==> src/rtl/lr35902_dbg_pkg.sv <==
// lr35902_dbg_pkg: debug link frame layout and command opcodes shared by the
// ingress FIFO, the command decoder and the host tool.
package lr35902_dbg_pkg;

   localparam int DBG_FRAME_W  = 9;
   localparam int DBG_STOP_BIT = 8;

   typedef logic [DBG_FRAME_W-1:0] dbg_frame_t;

   typedef enum logic [7:0] {
      DBG_OP_NOP          = 8'h00,
      DBG_OP_HALT         = 8'h01,
      DBG_OP_STEP         = 8'h02,
      DBG_OP_CONTINUE     = 8'h03,
      DBG_OP_PREP_DRVDATA = 8'h04,
      DBG_OP_SET_CONTROL  = 8'h05,
      DBG_OP_SET_DRVDATA  = 8'h06,
      DBG_OP_SET_BRKPT    = 8'h07
   } dbg_op_e;

   function automatic logic dbg_stop_ok(dbg_frame_t f);
      return f[DBG_STOP_BIT];
   endfunction

endpackage

==> src/rtl/lr35902_sync_bit.sv <==
// lr35902_sync_bit: N-stage single-bit synchroniser; flops are deliberately
// not reset so the chain only ever carries the sampled source level.
module lr35902_sync_bit #(
   parameter int STAGES = 2
) (
   input  logic clk,
   input  logic d,
   output logic q
);

   logic [STAGES-1:0] sr;

   always_ff @(posedge clk)
      sr <= {sr[STAGES-2:0], d};

   assign q = sr[STAGES-1];

endmodule

==> src/rtl/lr35902_dbg_cmd_fifo.sv <==
// lr35902_dbg_cmd_fifo: UART toggle-handshake frame ingress into a DEPTH-entry
// command FIFO. Macro LR35902_DBG_CMD_ERRCNT_EN builds the saturating err_count.
module lr35902_dbg_cmd_fifo
   import lr35902_dbg_pkg::*;
#(
   parameter int DEPTH       = 8,
   parameter int DEPTH_LOG2  = 3,
   parameter int SYNC_STAGES = 2
) (
   input  logic                  cpu_clk,
   input  logic                  reset,
   input  dbg_frame_t            rx_frame,
   input  logic                  rx_seq,
   output logic                  rx_ack,
   output dbg_frame_t            cmd_data,
   output logic                  cmd_valid,
   input  logic                  cmd_ready,
   output logic [DEPTH_LOG2:0]   count,
   output logic                  full,
   output logic                  frame_err,
   input  logic                  err_clr,
   output logic [7:0]            err_count
);

   logic                  seq_s, seen;
   logic                  pending, stop_ok, accept, push, discard, pop;
   logic [DEPTH_LOG2-1:0] wr_ptr, rd_ptr;
   dbg_frame_t            mem [DEPTH];

   lr35902_sync_bit #(.STAGES(SYNC_STAGES)) u_seq_sync (
      .clk (cpu_clk),
      .d   (rx_seq),
      .q   (seq_s)
   );

   // A bad stop bit is consumed even when full: it never needs a slot.
   assign pending   = seq_s != seen;
   assign stop_ok   = dbg_stop_ok(rx_frame);
   assign accept    = pending && (!full || !stop_ok);
   assign push      = accept && stop_ok;
   assign discard   = accept && !stop_ok;
   assign pop       = cmd_valid && cmd_ready;
   assign cmd_valid = count != '0;
   assign full      = count == (DEPTH_LOG2+1)'(DEPTH);
   assign cmd_data  = mem[rd_ptr];

   always_ff @(posedge cpu_clk)
      if (push) mem[wr_ptr] <= rx_frame;

   always_ff @(posedge cpu_clk) begin
      if (reset) begin
         seen      <= seq_s;
         rx_ack    <= seq_s;
         count     <= '0;
         wr_ptr    <= '0;
         rd_ptr    <= '0;
         frame_err <= 1'b0;
      end else begin
         if (accept) begin
            seen   <= seq_s;
            rx_ack <= seq_s;
         end
         if (push) wr_ptr <= wr_ptr + DEPTH_LOG2'(1);
         if (pop) rd_ptr <= rd_ptr + DEPTH_LOG2'(1);
         count     <= (push && !pop) ? count + (DEPTH_LOG2+1)'(1) :
                      (pop && !push) ? count - (DEPTH_LOG2+1)'(1) : count;
         frame_err <= discard | (frame_err & ~err_clr);
      end
   end

`ifdef LR35902_DBG_CMD_ERRCNT_EN
   logic [7:0] err_cnt_q;

   always_ff @(posedge cpu_clk)
      if (reset) err_cnt_q <= '0;
      else if (discard) err_cnt_q <= err_clr ? 8'd1 : (err_cnt_q == 8'hFF) ? err_cnt_q : err_cnt_q + 8'd1;
      else if (err_clr) err_cnt_q <= '0;

   assign err_count = err_cnt_q;
`else
   assign err_count = '0;
`endif

endmodule

==> config.mk <==
export PLATFORM = sky130hd
export DESIGN_NAME = lr35902_dbg_cmd_fifo
export DESIGN_NICKNAME = d
export VERILOG_FILES = /design/src/rtl/lr35902_dbg_pkg.sv /design/src/rtl/lr35902_sync_bit.sv /design/src/rtl/lr35902_dbg_cmd_fifo.sv
export SDC_FILE = /design/constraint.sdc
export NUM_CORES = 1
export LEC_CHECK = 0
export ABC_AREA = 1
export CORE_ASPECT_RATIO = 1.25
export CORE_MARGIN = 8
export CORE_UTILIZATION = 51
export DETAILED_ROUTE_END_ITERATION = 12
export GPL_TIMING_DRIVEN = 0
export PLACE_DENSITY_LB_ADDON = 0.3
export SLEW_MARGIN = 20
export SYNTH_ARGS = -nofsm -noshare
export SYNTH_HDL_FRONTEND = slang
export SYNTH_SLANG_ARGS = --single-unit
==> constraint.sdc <==
create_clock -name cpu_clk -period 2 [get_ports cpu_clk]
set_clock_uncertainty 0.2 [all_clocks]
set_input_delay 0.6 -clock cpu_clk [delete_from_list [all_inputs] [get_ports cpu_clk]]
set_output_delay 0.6 -clock cpu_clk [all_outputs]
set_load 0.01 [all_outputs]
## After elaboration in Yosys (flattened, before gate mapping)

Memory sizes are Yosys's and may differ from the RTL's. A register that Yosys moved wholly into a read port is not among the register bits.
Index checks and enable logic that the tools add are counted.

- Register bits after elaboration: 14
- Bits in latches: 0
- RAM bits: 72
- Memory bits (read-only): 0
- Input port bits: 14
- Output and inout port bits: 25
- Word-level logic and storage cells: 38
- Memories: 1

Memory list:

| memory | depth | bits a word | read ports | clocked after Yosys merged registers in | write ports | RTL line | source |
|---|---|---|---|---|---|---|---|
| mem | 8 | 9 | 1 | 1 | 1 | lr35902_dbg_cmd_fifo.sv:28 | `dbg_frame_t mem [DEPTH];` |

- Add/sub/neg operators: 4
- $mul: 0
- Divide/modulo/power cells: 0
- Order comparisons: 0
- Equality and inequality tests: 2
- Shift operators: 0
- Multiplexer cells: 8
- Bitwise logic cells: 3
- Reduce and logical (&&, ||, !) cells: 14

Operators by type and width:

| operator | count |
|---|---|
| two-way mux 4 bit | 2 |
| adder 3 x 1 -> 3 bit, second input constant | 2 |
| logical AND 1 bit | 6 |
| two-way mux 3 bit | 2 |
| adder 4 x 1 -> 4 bit, second input constant | 1 |
| equality test 4 bit, second input constant | 1 |
| zero test 1 bit | 4 |
| two-way mux 1 bit | 4 |
| nonzero test 2 bit | 2 |
| nonzero test 4 bit | 1 |
| subtractor 4 x 1 -> 4 bit, second input constant | 1 |
| bitwise AND 1 bit | 1 |
| logical OR 1 bit | 1 |
| inequality test 1 bit | 1 |
| inverter 1 bit | 1 |
| OR 1 bit | 1 |

## Longest topological paths before layout

- Depth after elaboration: 9
- Gate-level depth with buffers: 14
- Gate-level depth less buffers: 14

## By module

From an unflattened synthesis, not the netlist that was laid out.

- Cell total of the unflattened synthesis: 344
- Area total of the unflattened synthesis: 3803.6 µm²

By module, submodules not included:

| module | instances | cells each | area an instance (µm²) | seq. area each (µm²) |
|---|---|---|---|---|
| lr35902_dbg_cmd_fifo | 1 | 342 | 3763.6 | 2472.4 |
| lr35902_sync_bit | 1 | 2 | 40.0 | 40.0 |

## Worst setup path before layout

Ideal clock, no wire load.

- Path type: flip-flop to flip-flop
- From: register seen
- To: register count[3]
- Library setup time: 0.109 ns
- Arrival: 1.850 ns
- Required time: 1.691 ns
- Path slack: -0.159 ns
- Stages on the path, launching flop included: 15
- Path buffers: 0
- Period minus slack after synthesis: 2.159 ns
- Cell sequence: edfxtp_1 -> inv_1 -> nand2_1 -> nand2_1 -> nand3_4 -> inv_2 -> ha_1 -> inv_1 -> ha_1 -> a21oi_1 -> nand2_1 -> nand2_1 -> nand3_1 -> nand2_1 -> inv_1

- Longest elaborated chain between the ends: 6
- Elaborated cells on any way between the ends: 8
- Those cells by class: 1 x eq/ne; 1 x mux; 6 x reduce/logical

RTL lines:

| what | RTL line | source |
|---|---|---|
| from (decl) | lr35902_dbg_cmd_fifo.sv:25 | `logic seq_s, seen;` |
| from (signal assigned) | lr35902_dbg_cmd_fifo.sv:52 | `seen <= seq_s;` |
| from (signal assigned) | lr35902_dbg_cmd_fifo.sv:60 | `seen <= seq_s;` |
| inequality test 1 bit (*) | lr35902_dbg_cmd_fifo.sv:37 | `assign pending = seq_s != seen;` |
| logical AND 1 bit (*) | lr35902_dbg_cmd_fifo.sv:39 | `assign accept = pending && (!full \|\| !stop_ok);` |
| logical AND 1 bit (*) | lr35902_dbg_cmd_fifo.sv:40 | `assign push = accept && stop_ok;` |
| via push | lr35902_dbg_cmd_fifo.sv:26 | `logic pending, stop_ok, accept, push, discard, pop;` |
| zero test 1 bit | lr35902_dbg_cmd_fifo.sv:66 | `(pop && !push) ? count - (DEPTH_LOG2+1)'(1) : count;` |
| logical AND 1 bit | lr35902_dbg_cmd_fifo.sv:66 |  |
| nonzero test 2 bit (no source line) | - |  |
| to (signal assigned) | lr35902_dbg_cmd_fifo.sv:65 | `count <= (push && !pop) ? count + (DEPTH_LOG2+1)'(1) :` |
| to (decl) | lr35902_dbg_cmd_fifo.sv:18 | `output logic [DEPTH_LOG2:0] count,` |

The timed path passes the listed nets; every way through them passes the cells marked *.
A chain may end at the register's enable or synchronous reset.

==> out/qor.csv <==
stage;metric;value;unit
floorplan;die height;112;µm
logic_synthesis;Cells after Synth;344;
power_and_ir_drop;sequential share of power;38.9;%
power_and_ir_drop;sw frac;34.4;%
critical_path;Worst Path Required;1.20;ns
layout;Final Net Count;433;
timing;worst slew pin tran;0.580;ns
timing;Slew Limit Headroom;61.2;%
layout;Final Cell Area;4820;µm²
clock_network;CTS tree;yes;
global_route;first-pass GRT wire length;12700;µm
logic_synthesis;Synth Area in Adders;2.18;%
power_and_ir_drop;PD cells;1190;nW/µm²
logic_synthesis;number of synthesized flops with an enable pin;73;
critical_path;critical setup path kind;reg -> out;
logic_synthesis;YS warnings;0;
layout;# diodes;0;
critical_path;worst reg-to-reg setup slack;0.05;ns
drt;post-route ant nets;0;
floorplan;DIE WIDTH;93.1;µm
logic_synthesis;Post-Syn Area;3790;µm²
min_path;Hold WC Path Type;reg -> reg;
logic_synthesis;Mean Syn Cell Area;11.0;µm²
logic_synthesis;multiplexer area fraction after synthesis;0;%
timing;RSZ-0062 raised after global routing;true;
layout;ratio of cells with drive above 1 in the final layout;29.2;%
placed_design;Post-DP HPWL;5260;µm
critical_path;Setup crit end kind;output port;
timing;fin crit period;2.40;ns
drt;Vias/cell;5.21;
layout;Fill cells;565;
clock_network;clock latency at the later pin of the worst-skew pair;0.35;ns
timing;Setup TNS;-3.35;ns
floorplan;core area;7310;µm²
critical_path;Top Family by Delay on Critical Path;buffers and inverters;
power_and_ir_drop;Int Pwr;3.75;mW
clock_network;# hold bufs at CTS;0;
critical_path;Crit-path slowest cell;dfxtp_2;
timing;FMAX;418;MHz
logic_synthesis;post-synth cell types;28;
global_route;initial antenna violation count;0;
drt;1st-iter DRT viols;236;
logic_synthesis;largest family of logic cells by synthesized area;simple AND/OR/NAND/NOR gates;
logic_synthesis;post-synthesis compound-gate area fraction;8.45;%
logic_synthesis;asr flop ratio synth;0;%
layout;FF/Latch Area;2520;µm²
critical_path;crit-path max cell delay;0.37;ns
logic_synthesis;Synth Register Bits;89;
drt;final wirelength;8260;µm
clock_network;H-tree depth;3;
placed_design;IO buf count;30;
layout;final non-filler cell total;510;
critical_path;Reg-to-Reg Start;seen$_DFFE_PP_;
global_route;vias in the first global route;2557;
floorplan;I/O pin count;39;
critical_path;startpoint type of the worst setup path;flop;
critical_path;Critical Path AT;1.60;ns
critical_path;WP depth;8;
timing;fin crit share;120;%
floorplan;die footprint;10500;µm²
critical_path;worst-path cell chain;buf_12, clkinv_8, buf_12, o21ai_2, o21ai_1, nand2_1, nand2_1, buf_2;
power_and_ir_drop;Gate power share;40.5;%
clock_network;Root Buffer;clkbuf_8;
placed_design;placed cells;475;
critical_path;Worst R2R Path Depth;10;
clock_network;TritonCTS Buffers;9;
logic_synthesis;post-synthesis sequential area ratio;66.3;%
clock_network;CTS clock-pin slew for the worst setup and hold paths;0.08;ns
timing;WHS;0.137;ns
outcome;outcome;complete, but fails checks;
critical_path;CP max FO;10;
logic_synthesis;Most used DFF post-synth;edfxtp_1;
drt;drt pass-1 iters;4;
timing;count of final setup violators;9;
power_and_ir_drop;net load switching power;1.97;mW
placed_design;Post-DP Area;4300;µm²
layout;area occupied by multi-input gates;1230;µm²
logic_synthesis;simple-gate share of the synthesized area;15.6;%
timing;max-slew violation count;0;
drt;number of remaining DRC errors;0;
floorplan;row count;35;
clock_network;CTS sink count;89;
drt;drt wl/cell;16.2;µm
logic_synthesis;XOR/XNOR share of the synthesized area;0.693;%
drt;Via Count;2655;
power_and_ir_drop;Worst VDD drop;0.781;mV
flow_run;Max-Cap Viols;0;
clock_network;maximum clock path buffer count;2;
floorplan;effective utilization at floorplan;51.8;%
critical_path;CP endpoint;cmd_data[0];
power_and_ir_drop;total power draw;5.72;mW
critical_path;Critical R2R Capture;count[1]$_SDFFE_PP0P_;
global_route;Tot GR Track Use;15.9;%
placed_design;routability cong.;0.769;
timing;Hold Violations, Final;0;
power_and_ir_drop;Lkg Pwr;1.91;nW
layout;synthesis-to-layout area growth;27.3;%
outcome;violated checks;setup timing;
critical_path;Worst Path Buf+Inv;4;
global_route;largest net degree at the start of global routing;15;
power_and_ir_drop;Clock power frac;20.6;%
timing;setup ws final;-0.395;ns
global_route;gr ovfl total;0;
[power by group through the flow]
stage / Clock (mW) / Combinational (mW) / Sequential [mW]
floorplan: 0 / 1.22 / 2.26
CTS: 1.18 / 2.13 / 2.22
finish: 1.18 / 2.32 / 2.22
detailed placement: 0 / 1.95 / 2.26
global placement: 0 / 1.89 / 2.26
global route: 1.27 / 2.56 / 2.23
[worst min-delay path by stage]
| stage | start | end | slack [ns] | cells after the start |
|---|---|---|---|---|
| floorplan | u_seq_sync.sr[0]$_DFF_P_ | u_seq_sync.sr[1]$_DFF_P_ | 0.11 | 0 |
| global placement | u_seq_sync.sr[0]$_DFF_P_ | u_seq_sync.sr[1]$_DFF_P_ | 0.11 | 0 |
| detailed placement | u_seq_sync.sr[0]$_DFF_P_ | u_seq_sync.sr[1]$_DFF_P_ | 0.12 | 0 |
| CTS | u_seq_sync.sr[0]$_DFF_P_ | u_seq_sync.sr[1]$_DFF_P_ | 0.14 | 0 |
| global route | u_seq_sync.sr[0]$_DFF_P_ | u_seq_sync.sr[1]$_DFF_P_ | 0.16 | 0 |
| finish | u_seq_sync.sr[0]$_DFF_P_ | u_seq_sync.sr[1]$_DFF_P_ | 0.14 | 0 |
[logic make-up (layout without fill, tap and decap cells)]
| family | Yosys count | count (layout) |
|---|---|---|
| compound gates | 64 | 64 |
| buf+inv | 42 | 109 |
| flops | 89 | 89 |
| simple gates | 139 | 139 |
| xor+xnor | 3 | 3 |
| other cells | 1 | 8 |
| fa+ha+maj | 6 | 6 |
[layout by cell type, fill, tap and decap left out, types with 2 or more instances in the layout]
cell type / count
inv_4: 3
dfxtp_2: 3
ha_4: 2
conb_1: 8
dlygate4sd2_1: 7
o21ai_1: 25
nor2_2: 10
nor2_1: 54
nor2_4: 7
a21oi_1: 5
clkinvlp_4: 2
nor3_4: 3
nand3_2: 2
buf_2: 12
nand2_1: 49
dfxtp_4: 2
o21ai_2: 9
buf_4: 23
clkdlybuf4s50_1: 11
buf_6: 8
ha_1: 3
dfxtp_1: 11
clkinv_2: 3
edfxtp_1: 73
o21ai_0: 24
xor2_1: 3
nand2_2: 5
clkbuf_8: 9
buf_12: 2
inv_1: 16
buf_8: 4
nand2_4: 2
nand3_1: 4
[flip-flops by register name (all words and copies together) (netlist names), named ones only]
register,flops
mem,72
count,4
rd_ptr,3
wr_ptr,3
u_seq_sync.sr,2
frame_err,1
seen,1
[worst register-to-register path, delay by kind of cell (launching register included)]
family                     cells  cell delay (ns)
AOI/OAI and AO/OA              1             0.05
and+or+nand+nor                4             0.35
adders and majority gates      2             0.65
buffers and inverters          3             0.21
DFF                            1             0.42
[area by class of cell]
class,instances,share of cell area [%]
clock inverters,6,1.22
well taps,92,2.39
clock buffers,10,2.65
flip-flops and latches,89,52.3
inverters,22,2.15
repair buffers,50,9.05
repair inverters,1,0.182
multi-input cells,220,25.5
plain buffers,20,4.59
[metal layers]
metal | part of all wire (%) | wire (µm) | vias to the layer above | GRT usage (%)
met5 | 0 | 0 | - | 0
met4 | 1.6 | 132 | 0 | 5.50
met3 | 6.2 | 510 | 11 | 4.41
met2 | 53 | 4340 | 86 | 27.7
met1 | 40 | 3280 | 1266 | 18.1
li1 | - | - | 1292 | -
[cells in the mapped netlist (all sizes together), types with 3 or more instances]
cell / number / share of area (%)
ha: 5 / 1.7
nor3: 4 / 0.53
nand2: 56 / 6.1
buf: 20 / 4.3
xor2: 3 / 0.69
nand3: 7 / 1.4
dfxtp: 16 / 8.4
a21oi: 6 / 0.79
inv: 21 / 2.3
o21ai: 58 / 7.7
edfxtp: 73 / 58
nor2: 71 / 7.4
[per-stage QoR]
step                      setup slack (ns)  utilization, %
final                               -0.395            66.0
after floorplan                    -0.0469               -
after global routing                -0.520            66.0
after detailed placement            -0.876            58.8
after global placement               -1.41            58.4
after CTS                           -0.404            63.7
[what timing repair did]
action,4_1_cts,5_1_grt
endpoints found under the hold margin,0,0
setup endpoints to repair,91,70
pin swaps,4,10
gates resized for setup,91,31
setup buffers,12,3
gates cloned,2,2
No activity file was read; power rests on OpenSTA's default activity.
